## config.mk

```make
export PLATFORM = sky130hd
export DESIGN_NAME = adder_cpe_ctrl
export DESIGN_NICKNAME = d
export VERILOG_FILES = /design/src/rtl/adder_cpe_pkg.sv /design/src/rtl/sat_counter.sv /design/src/rtl/adder_cpe_ctrl.sv
export SDC_FILE = /design/constraint.sdc
export NUM_CORES = 1
export LEC_CHECK = 0
export CAP_MARGIN = 20
export CORE_MARGIN = 2
export CORE_UTILIZATION = 45
export CTS_CLUSTER_DIAMETER = 80
export DETAILED_ROUTE_END_ITERATION = 8
export DONT_BUFFER_PORTS = 1
export PLACE_DENSITY = 0.57
export REMOVE_ABC_BUFFERS = 1
export SYNTH_ARGS = -nofsm -noshare
export SYNTH_HDL_FRONTEND = slang
export SYNTH_SLANG_ARGS = --single-unit
```

## constraint.sdc

```tcl
create_clock -name clk -period 2.74 [get_ports clk]
set_input_delay 0.411 -clock clk [delete_from_list [all_inputs] [get_ports clk]]
set_output_delay 0.411 -clock clk [all_outputs]
set_load 0.03 [all_outputs]
```

## src/rtl/adder_cpe_pkg.sv

```systemverilog
// Shared types and defaults for the adder + CPE datapath sequencer.
// Holds the controller state enum, default widths and the data-field slice.
package adder_cpe_pkg;

    localparam int NBIT_DEF  = 7;
    localparam int NCODE_DEF = 15;
    localparam int DATA_LSB  = 0;

    typedef enum logic [1:0] {
        IDLE,
        EVAL,
        CORRECT,
        DONE
    } state_t;

endpackage

```

## src/rtl/sat_counter.sv

```systemverilog
// Saturating up-counter: counts inc pulses, sticks at all-ones.
// Ports: clk, rst_n (async low), inc, count[W-1:0].
module sat_counter #(
    parameter int W = 8
) (
    input  logic         clk,
    input  logic         rst_n,
    input  logic         inc,
    output logic [W-1:0] count
);

    always_ff @(posedge clk or negedge rst_n) begin
        if (!rst_n) begin
            count <= '0;
        end else if (inc && (count != '1)) begin
            count <= count + W'(1);
        end
    end

endmodule

```

## src/rtl/adder_cpe_ctrl.sv

```systemverilog
// Sequencer for the adder/CPE chain: operand handshake, corrector launch
// with timeout, result handshake and saturating error/failure statistics.
module adder_cpe_ctrl
    import adder_cpe_pkg::*;
#(
    parameter int NBIT    = NBIT_DEF,
    parameter int NCODE   = NCODE_DEF,
    parameter int TIMEOUT = 16,
    parameter int CNTW    = 8
) (
    input  logic             clk,
    input  logic             rst_n,
    input  logic             in_valid,
    output logic             in_ready,
    input  logic [NBIT-1:0]  in_a,
    input  logic [NBIT-1:0]  in_b,
    output logic [NBIT-1:0]  dp_a,
    output logic [NBIT-1:0]  dp_b,
    input  logic [NCODE-1:0] dp_code,
    input  logic             det_error,
    output logic             cor_start,
    input  logic             cor_ready,
    input  logic [NCODE-1:0] cor_ccw,
    output logic             out_valid,
    input  logic             out_ready,
    output logic [NBIT-1:0]  out_sum,
    output logic             out_corrected,
    output logic             out_fail,
    output logic [CNTW-1:0]  err_count,
    output logic [CNTW-1:0]  fail_count
);

    localparam int WW = $clog2(TIMEOUT + 1);

    state_t          state;
    state_t          state_nx;
    logic [WW-1:0]   wait_cnt;
    logic [NBIT-1:0] code_data;
    logic            accept;
    logic            timeout_hit;
    logic            err_inc;
    logic            fail_inc;
    logic            unused_bits;

    // Only the data field of either codeword is ever returned.
    assign unused_bits = ^{dp_code[NCODE-1:DATA_LSB+NBIT],
                           cor_ccw[NCODE-1:DATA_LSB+NBIT]};

    assign accept      = (state == IDLE) && in_ready && in_valid;
    // wait_cnt holds completed CORRECT cycles, so this is the last one.
    assign timeout_hit = (wait_cnt == WW'(TIMEOUT - 1));

    always_comb begin
        state_nx = state;
        err_inc  = 1'b0;
        fail_inc = 1'b0;
        unique case (state)
            IDLE: begin
                if (accept) state_nx = EVAL;
            end
            EVAL: begin
                if (det_error) begin
                    state_nx = CORRECT;
                    err_inc  = 1'b1;
                end else begin
                    state_nx = DONE;
                end
            end
            CORRECT: begin
                // A late cor_ready still beats the timeout.
                if (cor_ready) begin
                    state_nx = DONE;
                end else if (timeout_hit) begin
                    state_nx = DONE;
                    fail_inc = 1'b1;
                end
            end
            DONE: begin
                if (out_ready) state_nx = IDLE;
            end
            default: state_nx = IDLE;
        endcase
    end

    always_ff @(posedge clk or negedge rst_n) begin
        if (!rst_n) begin
            state         <= IDLE;
            in_ready      <= 1'b0;
            out_valid     <= 1'b0;
            cor_start     <= 1'b0;
            dp_a          <= '0;
            dp_b          <= '0;
            code_data     <= '0;
            wait_cnt      <= '0;
            out_sum       <= '0;
            out_corrected <= 1'b0;
            out_fail      <= 1'b0;
        end else begin
            state     <= state_nx;
            in_ready  <= (state_nx == IDLE);
            out_valid <= (state_nx == DONE);
            cor_start <= (state == EVAL) && det_error;
            unique case (state)
                IDLE: begin
                    if (accept) begin
                        dp_a <= in_a;
                        dp_b <= in_b;
                    end
                end
                EVAL: begin
                    code_data <= dp_code[DATA_LSB +: NBIT];
                    wait_cnt  <= '0;
                    if (!det_error) begin
                        out_sum       <= dp_code[DATA_LSB +: NBIT];
                        out_corrected <= 1'b0;
                        out_fail      <= 1'b0;
                    end
                end
                CORRECT: begin
                    if (cor_ready) begin
                        out_sum       <= cor_ccw[DATA_LSB +: NBIT];
                        out_corrected <= 1'b1;
                        out_fail      <= 1'b0;
                    end else if (timeout_hit) begin
                        out_sum       <= code_data;
                        out_corrected <= 1'b0;
                        out_fail      <= 1'b1;
                    end else begin
                        wait_cnt <= wait_cnt + WW'(1);
                    end
                end
                DONE: ;
                default: ;
            endcase
        end
    end

    sat_counter #(.W(CNTW)) u_err_cnt (
        .clk   (clk),
        .rst_n (rst_n),
        .inc   (err_inc),
        .count (err_count)
    );

    sat_counter #(.W(CNTW)) u_fail_cnt (
        .clk   (clk),
        .rst_n (rst_n),
        .inc   (fail_inc),
        .count (fail_count)
    );

endmodule

```

==> results.md, run 1 <==
- Min-delay src: in_b[4]
- Area delta synth->final: 8.01%
- Initial antenna violation count: 0
- RSZ-0062 raised after global routing: no
- CP top delay family: adder cells
- Vias in the first global route: 1739
- Pin count of the biggest net entering global routing: 57
- Crit-path cells: ha_1 -> and3_1 -> ha_1 -> and3b_1 -> o21ai_1 -> mux2_2
- Number of cells on the critical path: 6
- Row cnt: 27
- Final Hold Fails: 0
- Die H: 80.8 microns
- WP buf/inv: 0
- Power density cells: ~1100 nW/um^2
- Worst hold stages: 1
- GPL Wtd Cong: 0.752
- H-tree Lvls: 2
- CORE AREA: 5610 sq um
- Sequential fraction of the synthesis area: approximately 53%
- Mapped Avg Cell Area: 11.3 sq um
- Post-CTS setup buffer count: 0
- Final core utilization: 51.1%
- Critical-path top delay cell: dfrtp_1
- First drt pass iteration count: 4
- Total track usage: 16.0%
- Area of the die: approximately 6500 sq um
- Residual overflow from global routing: 0
- Vias: 1739
- Sink Count: 56
- Worst path max stage delay: 0.44 ns
- Routed Antenna Nets: 0
- Post-Route Skew: 0.00642 ns
- Total negative setup slack: 0 ns
- Post-synth EDFFs: 0
- Count leader, synth: dfrtp_1
- Cell mode on critical path: ha_1
- Final setup viols: 0
- Final min period: 2.02 ns
- Worst-margin pin slew: 0.747 ns
- Maximum root-to-sink buffer count: 2
- Layout cell share with drive strength beyond 1: 18.7%
- Static Leak: roughly 1.3 nW
- Top cell type's share of synthesized area: 52.8%
- Initial Util: 47.3%
- Top cells by area, synth: dfrtp_1 (53%), mux2_2 (11%), ha_1 (4.2%)
- TritonCTS buffer count: 5
- Worst EP arrival: between 2 and 2.5 ns
- Max Freq: 494 MHz
- Crit path max fanout: 6
- Ys async rst share: 100%
- Hold Path Sink: dp_b[4]
- Clk_lat worst skew: between 0.3 and 0.4 ns
- Slew margin rel.: 50.0%
- Clock-pin slew on the worst setup and hold paths: 0.10 ns
- CP endpoint kind: flip-flop
- Status: finished, final reports clean
- Dominant synthesized flop cell: dfrtp_1
- DRT iter0 DRCs: 45
- Synth warn: 0
- Worst reg2reg path depth: 6
- Tightest Hold Check Type: in -> reg
- Synthesis-stage register bit count: 56
- HPWL after DPL: roughly 3500 microns
- Most common library cells after synthesis: dfrtp_1 (56), mux2_2 (25), nand2_1 (22)
- Routed WL: 5050 microns
- Ant diodes: 0
- Worst Setup SP: wait_cnt[0]
- Synthesized instance count: 235
- Final Max Tran Viols: 0
- Global-route wire length before repair: 8050 microns
- Die span in x: 80.8 microns
- CTS tree: built
- Reg-to-reg slack, setup: 0.72 ns
- Number of I/O pins: 92
- RR Endpoint: u_fail_cnt.count[1]
- Nets: 299
- Mapped Area: 2660 sq um
- Max-cap viol count: 0
- Reg-to-Reg Start: wait_cnt[0]
- Crit Path Category: reg -> reg
- Root cell of the clock tree: clkbuf_8
- IO buf count: 0
- Largest area contributor in the netlist: dfrtp_1
- Crit path launch type: flip-flop
- Final period util: approximately three quarters
- Post-CTS sizing: 0
- Post-DR vias/cell: 5.56
- # fillers: around 530
- Synth cell types: between 40 and 50
- Remaining DRCs: 0
- Wirelength per Cell: 16.1 microns
- Peak VDD IR: 680 uV
- Critical Path RT: 2.94 ns
==> cells by family (layout without fill, tap and decap cells) <==
logic type | count (synthesis) | in the layout | synth area share, %
AO/OA/AOI/OAI | 49 | 49 | 10.9
XOR/XNOR | 6 | 6 | 1.98
adder cells (fa/ha/maj) | 9 | 9 | 4.24
buffers and inverters | 17 | 23 | 3.11
flip-flops | 56 | 56 | 52.8
multiplexers | 33 | 33 | 13.8
AND/OR/NAND/NOR | 65 | 65 | 13.2
==> worst max path at each step <==
stage | endpoint | slack (ns)
floorplan | u_fail_cnt.count[1] | 0.90
finish | u_fail_cnt.count[1] | 0.72
global route | out_valid | 0.56
CTS | u_fail_cnt.count[1] | 0.72
global placement | u_fail_cnt.count[1] | 0.75
detailed placement | u_fail_cnt.count[1] | 0.74
==> layer usage <==
| metal | up-vias | global-route usage (%) | part of all wire (%) |
|---|---|---|---|
| met5 | - | 0 | 0 |
| met4 | 0 | 5.08 | 0.91 |
| met3 | 5 | 5.78 | 8.5 |
| met2 | 58 | 26.0 | 46 |
| met1 | 827 | 19.9 | 44 |
| li1 | 849 | - | - |
==> per-stage QoR <==
step	instance area [sq um]	cells	setup slack, ns	power, mW	hold slack, ns
CTS	2870	313	0.720	3.27	0.231
floorplan	2610	229	0.898	2.45	0.115
detailed placement	2720	303	0.741	2.70	0.117
finish	2870	313	0.717	3.23	0.242
global route	2870	313	0.558	3.45	0.218
global placement	2720	303	0.755	2.67	0.117
==> flip-flops by register name, summed over array words and instances (netlist names) <==
| signal | count |
|---|---|
| wait_cnt | 5 |
| u_err_cnt.count | 8 |
| out_valid | 1 |
| dp_a | 7 |
| u_fail_cnt.count | 8 |
| dp_b | 7 |
| code_data | 7 |
| out_fail | 1 |
| out_corrected | 1 |
| out_sum | 7 |
| cor_start | 1 |
| state | 2 |
| in_ready | 1 |
==> placed cells by master, fill, tap and decap left out, types with 2 or more instances in the layout <==
cell type	n
xnor2_1	3
o21ai_1	3
xor2_1	3
mux2_2	25
nand2b_1	2
a21oi_1	20
and4_1	2
nand2_1	22
o22ai_1	2
nand3_1	7
o31ai_1	2
o21ai_0	10
mux2i_1	7
ha_1	9
buf_4	2
inv_1	9
nor2_1	14
clkbuf_8	5
dfrtp_1	56
a31oi_1	4
nand4_1	4
a22o_1	2
==> layout make-up <==
class | instances | area [sq um] | area share (%)
Sequential cell | 56 | 1400 | 48.9
Multi-Input combinational cell | 162 | 1170 | 40.8
Tap cell | 72 | 90.1 | 3.14
Clock buffer | 6 | 72.6 | 2.53
Timing Repair Buffer | 4 | 52.6 | 1.83
Inverter | 11 | 41.3 | 1.44
Clock inverter | 2 | 38.8 | 1.35
==> power by group <==
part | total (mW) | switching, mW | internal, mW
sequential | 1.75 | 0.638 | 1.11
combinational | 0.932 | 0.504 | 0.428
clock | 0.549 | 0.273 | 0.277
==> what timing repair did <==
action,in CTS,in global routing
endpoints found under the setup margin,0,0
hold buffers,2,0
hold endpoints to repair,56,0
Note: power is estimated with default switching activity, not from simulation.
==> run 2, diff against run 1 <==
==> constraint.sdc (replaced) <==
create_clock -name clk -period 2.1 [get_ports clk]
set_input_delay 0.315 -clock clk [delete_from_list [all_inputs] [get_ports clk]]
set_output_delay 0.315 -clock clk [all_outputs]
set_load 0.03 [all_outputs]
==> run 2 against run 1 <==
Sequential share of layout area shrank 1.3 points. Die area is the same. Register-to-register slack lost 0.62 ns. First-iteration DRC count grew 60%. Clock skew shrank 0.0013 ns. Total power grew 29%. Critical endpoint is now u_fail_cnt.count[7].
==> results.md, run 2 (same netlist as run 1, synthesis figures left out) <==
- Number of I/O pins: 92 (unchanged)
- Initial Util: 47.3% (unchanged)
- CORE AREA: 5610 sq um (unchanged)
- Worst-margin pin slew: 0.444 ns (-0.303 ns)
- Clk_lat worst skew: 0.31 ns (about the same)
- Post-CTS setup buffer count: 0 (unchanged)
- Maximum root-to-sink buffer count: 2 (unchanged)
- Post-route setup slack: 0.0991 ns (-0.618 ns)
- Post-Route Skew: 0.00513 ns (-0.00128 ns)
- Ant diodes: 0 (unchanged)
- Setup WS pre-CTS: 0.128 ns (-0.614 ns)
- Clock-pin slew on the worst setup and hold paths: 0.10 ns (about the same)
- DP Area: 2810 sq um (+3.3%)
- Top flop regs: u_err_cnt.count x8, u_fail_cnt.count x8
- Final Cell Area: 2950 sq um (+2.7%)
- Internal power: 2.31 mW (+27%)
- Critical Path RT: 2.30 ns (-0.64 ns)
- Placed Cells: 315 (+4.0%)
- CP top delay family: simple AND/OR/NAND/NOR gates
- Sw frac: 44.5% (+0.73 points)
- Wirelength per Cell: 16.0 microns (-1.0%)
- Vias: 1792 (+3.0%)
- Area of the die: 6530 sq um (unchanged)
- Comb power frac: 33.0% (+4.2 points)
- Routed WL: 5190 microns (+2.8%)
- CP endpoint kind: flip-flop
- HPWL after DPL: 3670 microns (+3.5%)
- Row cnt: 27 (unchanged)
- TritonCTS buffer count: 5 (unchanged)
- Power density cells: 1410 nW/um^2 (+25%)
- Cell mode on critical path: ha_1
- Nets: 311 (+4.0%)
- Total negative setup slack: 0 ns (unchanged)
- Initial antenna violation count: 0 (unchanged)
- H-tree Lvls: 2 (unchanged)
- CTS tree: built
- Commonest cells after routing, fill and taps aside: dfrtp_1 (56), mux2_2 (25), nand2_1 (22)
- IO buf count: 0 (unchanged)
- Peak VDD IR: 703 uV (+3.4%)
- GPL Wtd Cong: 0.769 (+2.3%)
- Crit path max fanout: 6 (unchanged)
- First drt pass iteration count: 4 (unchanged)
- Tightest Hold Check Type: in -> reg
- Layout cell share with drive strength beyond 1: 22.9% (+4.3 points)
- Status: finished, final reports clean
- Remaining DRCs: 0 (unchanged)
- Final period util: 95.3% (+21 points)
- Final setup viols: 0 (unchanged)
- Worst EP arrival: 2.20 ns (-0.03 ns)
- Pin count of the biggest net entering global routing: 57 (unchanged)
- Worst path max stage delay: 0.39 ns (-0.05 ns)
- P_sw: 1.85 mW (+31%)
- Die span in x: 80.8 microns (unchanged)
- Max Freq: 500 MHz (+1.1%)
- Final Hold Fails: 0 (unchanged)
- RSZ-0062 raised after global routing: no
- Residual overflow from global routing: 0 (unchanged)
- Root cell of the clock tree: clkbuf_8
- Die H: 80.8 microns (unchanged)
- Routed Antenna Nets: 0 (unchanged)
- Crit-path cells: ha_1 -> and3_1 -> ha_1 -> inv_2 -> nor4_4 -> nand3_2 -> mux2_4
- Crit Path Category: reg -> reg
- Seq pwr share: 52.9% (-1.3 points)
- Sink Count: 56 (unchanged)
- Finished Layout Cells: 325 (+3.8%)
- Min-delay src: in_b[3]
- Area delta synth->final: 10.9%
- Vias in the first global route: 1773 (+2.0%)
- Final Power: 4.16 mW (+29%)
- Final Max Tran Viols: 0 (unchanged)
- Slew margin rel.: 70.1% (+20 points)
- Global-route wire length before repair: 8350 microns (+3.7%)
- Worst Setup SP: wait_cnt[1]
- Total track usage: 16.7% (+0.77 points)
- Post-DR vias/cell: 5.51 (-0.76%)
- Crit path launch type: flip-flop
- Reg-to-Reg Start: wait_cnt[1]
- DRT iter0 DRCs: 72 (+60%)
- Clock power frac: 14.0% (-3.0 points)
- Most common cell after layout, fill and taps aside: dfrtp_1
- Max-cap viol count: 0 (unchanged)
- # fillers: 520 (-2.6%)
- WP buf/inv: 1 (+1)
- Final min period: 2.00 ns (-0.0221 ns)
- Critical-path top delay cell: dfrtp_1
- Static Leak: 1.36 nW (+3.6%)
==> run 2: changes by cell type in the layout (fill, tap and decap cells not counted), sizes merged <==
| cell | previous run | this run |
|---|---|---|
| clkinvlp | 0 | 1 |
| clkinv | 1 | 2 |
| buf | 3 | 15 |
| bufinv | 1 | 0 |
| inv | 11 | 10 |
==> run 2: worst reg2reg max path, stage by stage (launching register included) <==
cell and delay (ns):
dfrtp_1 0.39, ha_1 0.20, and3_1 0.17, ha_1 0.29
inv_2 0.08, nor4_4 0.35, nand3_2 0.12, mux2_4 0.30
==> run 2: what timing repair did <==
| action | 4_1_cts | 5_1_grt |
|---|---|---|
| hold endpoints to repair | 56 | 0 |
| gates resized for setup | 0 | 2 |
| setup endpoints to repair | 0 | 2 |
| hold buffers | 2 | 0 |
==> run 2: layout make-up <==
| class | count | area [sq um] | area share, % |
|---|---|---|---|
| Clock buffer | 6 | 72.6 | 2.46 |
| Clock inverter | 2 | 16.3 | 0.552 |
| Tap cell | 72 | 90.1 | 3.06 |
| Inverter | 11 | 41.3 | 1.40 |
| Multi-Input combinational cell | 162 | 1180 | 40.1 |
| Timing Repair Buffer | 16 | 143 | 4.84 |
| Sequential cell | 56 | 1400 | 47.6 |
==> run 2: path summary, 6_finish.rpt <==
check | end | slack [ns] | cells past startpoint
worst max-delay path | u_fail_cnt.count[7] | 0.1 | 7
worst min-delay path | dp_b[3] | 0.15 | 1
worst max register to register | u_fail_cnt.count[7] | 0.1 | 7
worst min register to register | wait_cnt[4] | 0.49 | 2
max in group asynchronous | state[0] | 1.33 | 2
min in group asynchronous | u_fail_cnt.count[7] | 0.51 | 2
==> run 2: power by group through the flow <==
stage / sequential [mW] / combinational (mW) / clock (mW)
floorplan: 2.23 / 0.960 / 0
global placement: 2.23 / 1.31 / 0
detailed placement: 2.23 / 1.34 / 0
CTS: 2.21 / 1.37 / 0.616
global route: 2.25 / 1.55 / 0.657
finish: 2.20 / 1.38 / 0.584
==> run 2: layer usage <==
| metal | wire [microns] | track usage (%) |
|---|---|---|
| met2 | 2470 | 27.2 |
| met3 | 356 | 4.67 |
| met4 | 75 | 6.10 |
| met1 | 2280 | 21.4 |
| met5 | 0 | 0 |
==> run 2: per-stage QoR <==
step / hold WS [ns] / util [%]
after global routing: 0.123 / 52.5
final: 0.149 / 52.5
after detailed placement: 0.0214 / 50.1
after CTS: 0.135 / 52.3
after global placement: 0.0209 / 50.1
after floorplan: 0.0194 / -
==> run 3, diff against run 2 <==
--- a/config.mk
+++ b/config.mk
@@ -13,6 +13,7 @@
 export DONT_BUFFER_PORTS = 1
 export PLACE_DENSITY = 0.57
 export REMOVE_ABC_BUFFERS = 1
+export SLEW_MARGIN = 20
 export SYNTH_ARGS = -nofsm -noshare
 export SYNTH_HDL_FRONTEND = slang
 export SYNTH_SLANG_ARGS = --single-unit
==> results of run 3 <==
The final DEF is identical to that of run 2; final timing and power are the same.
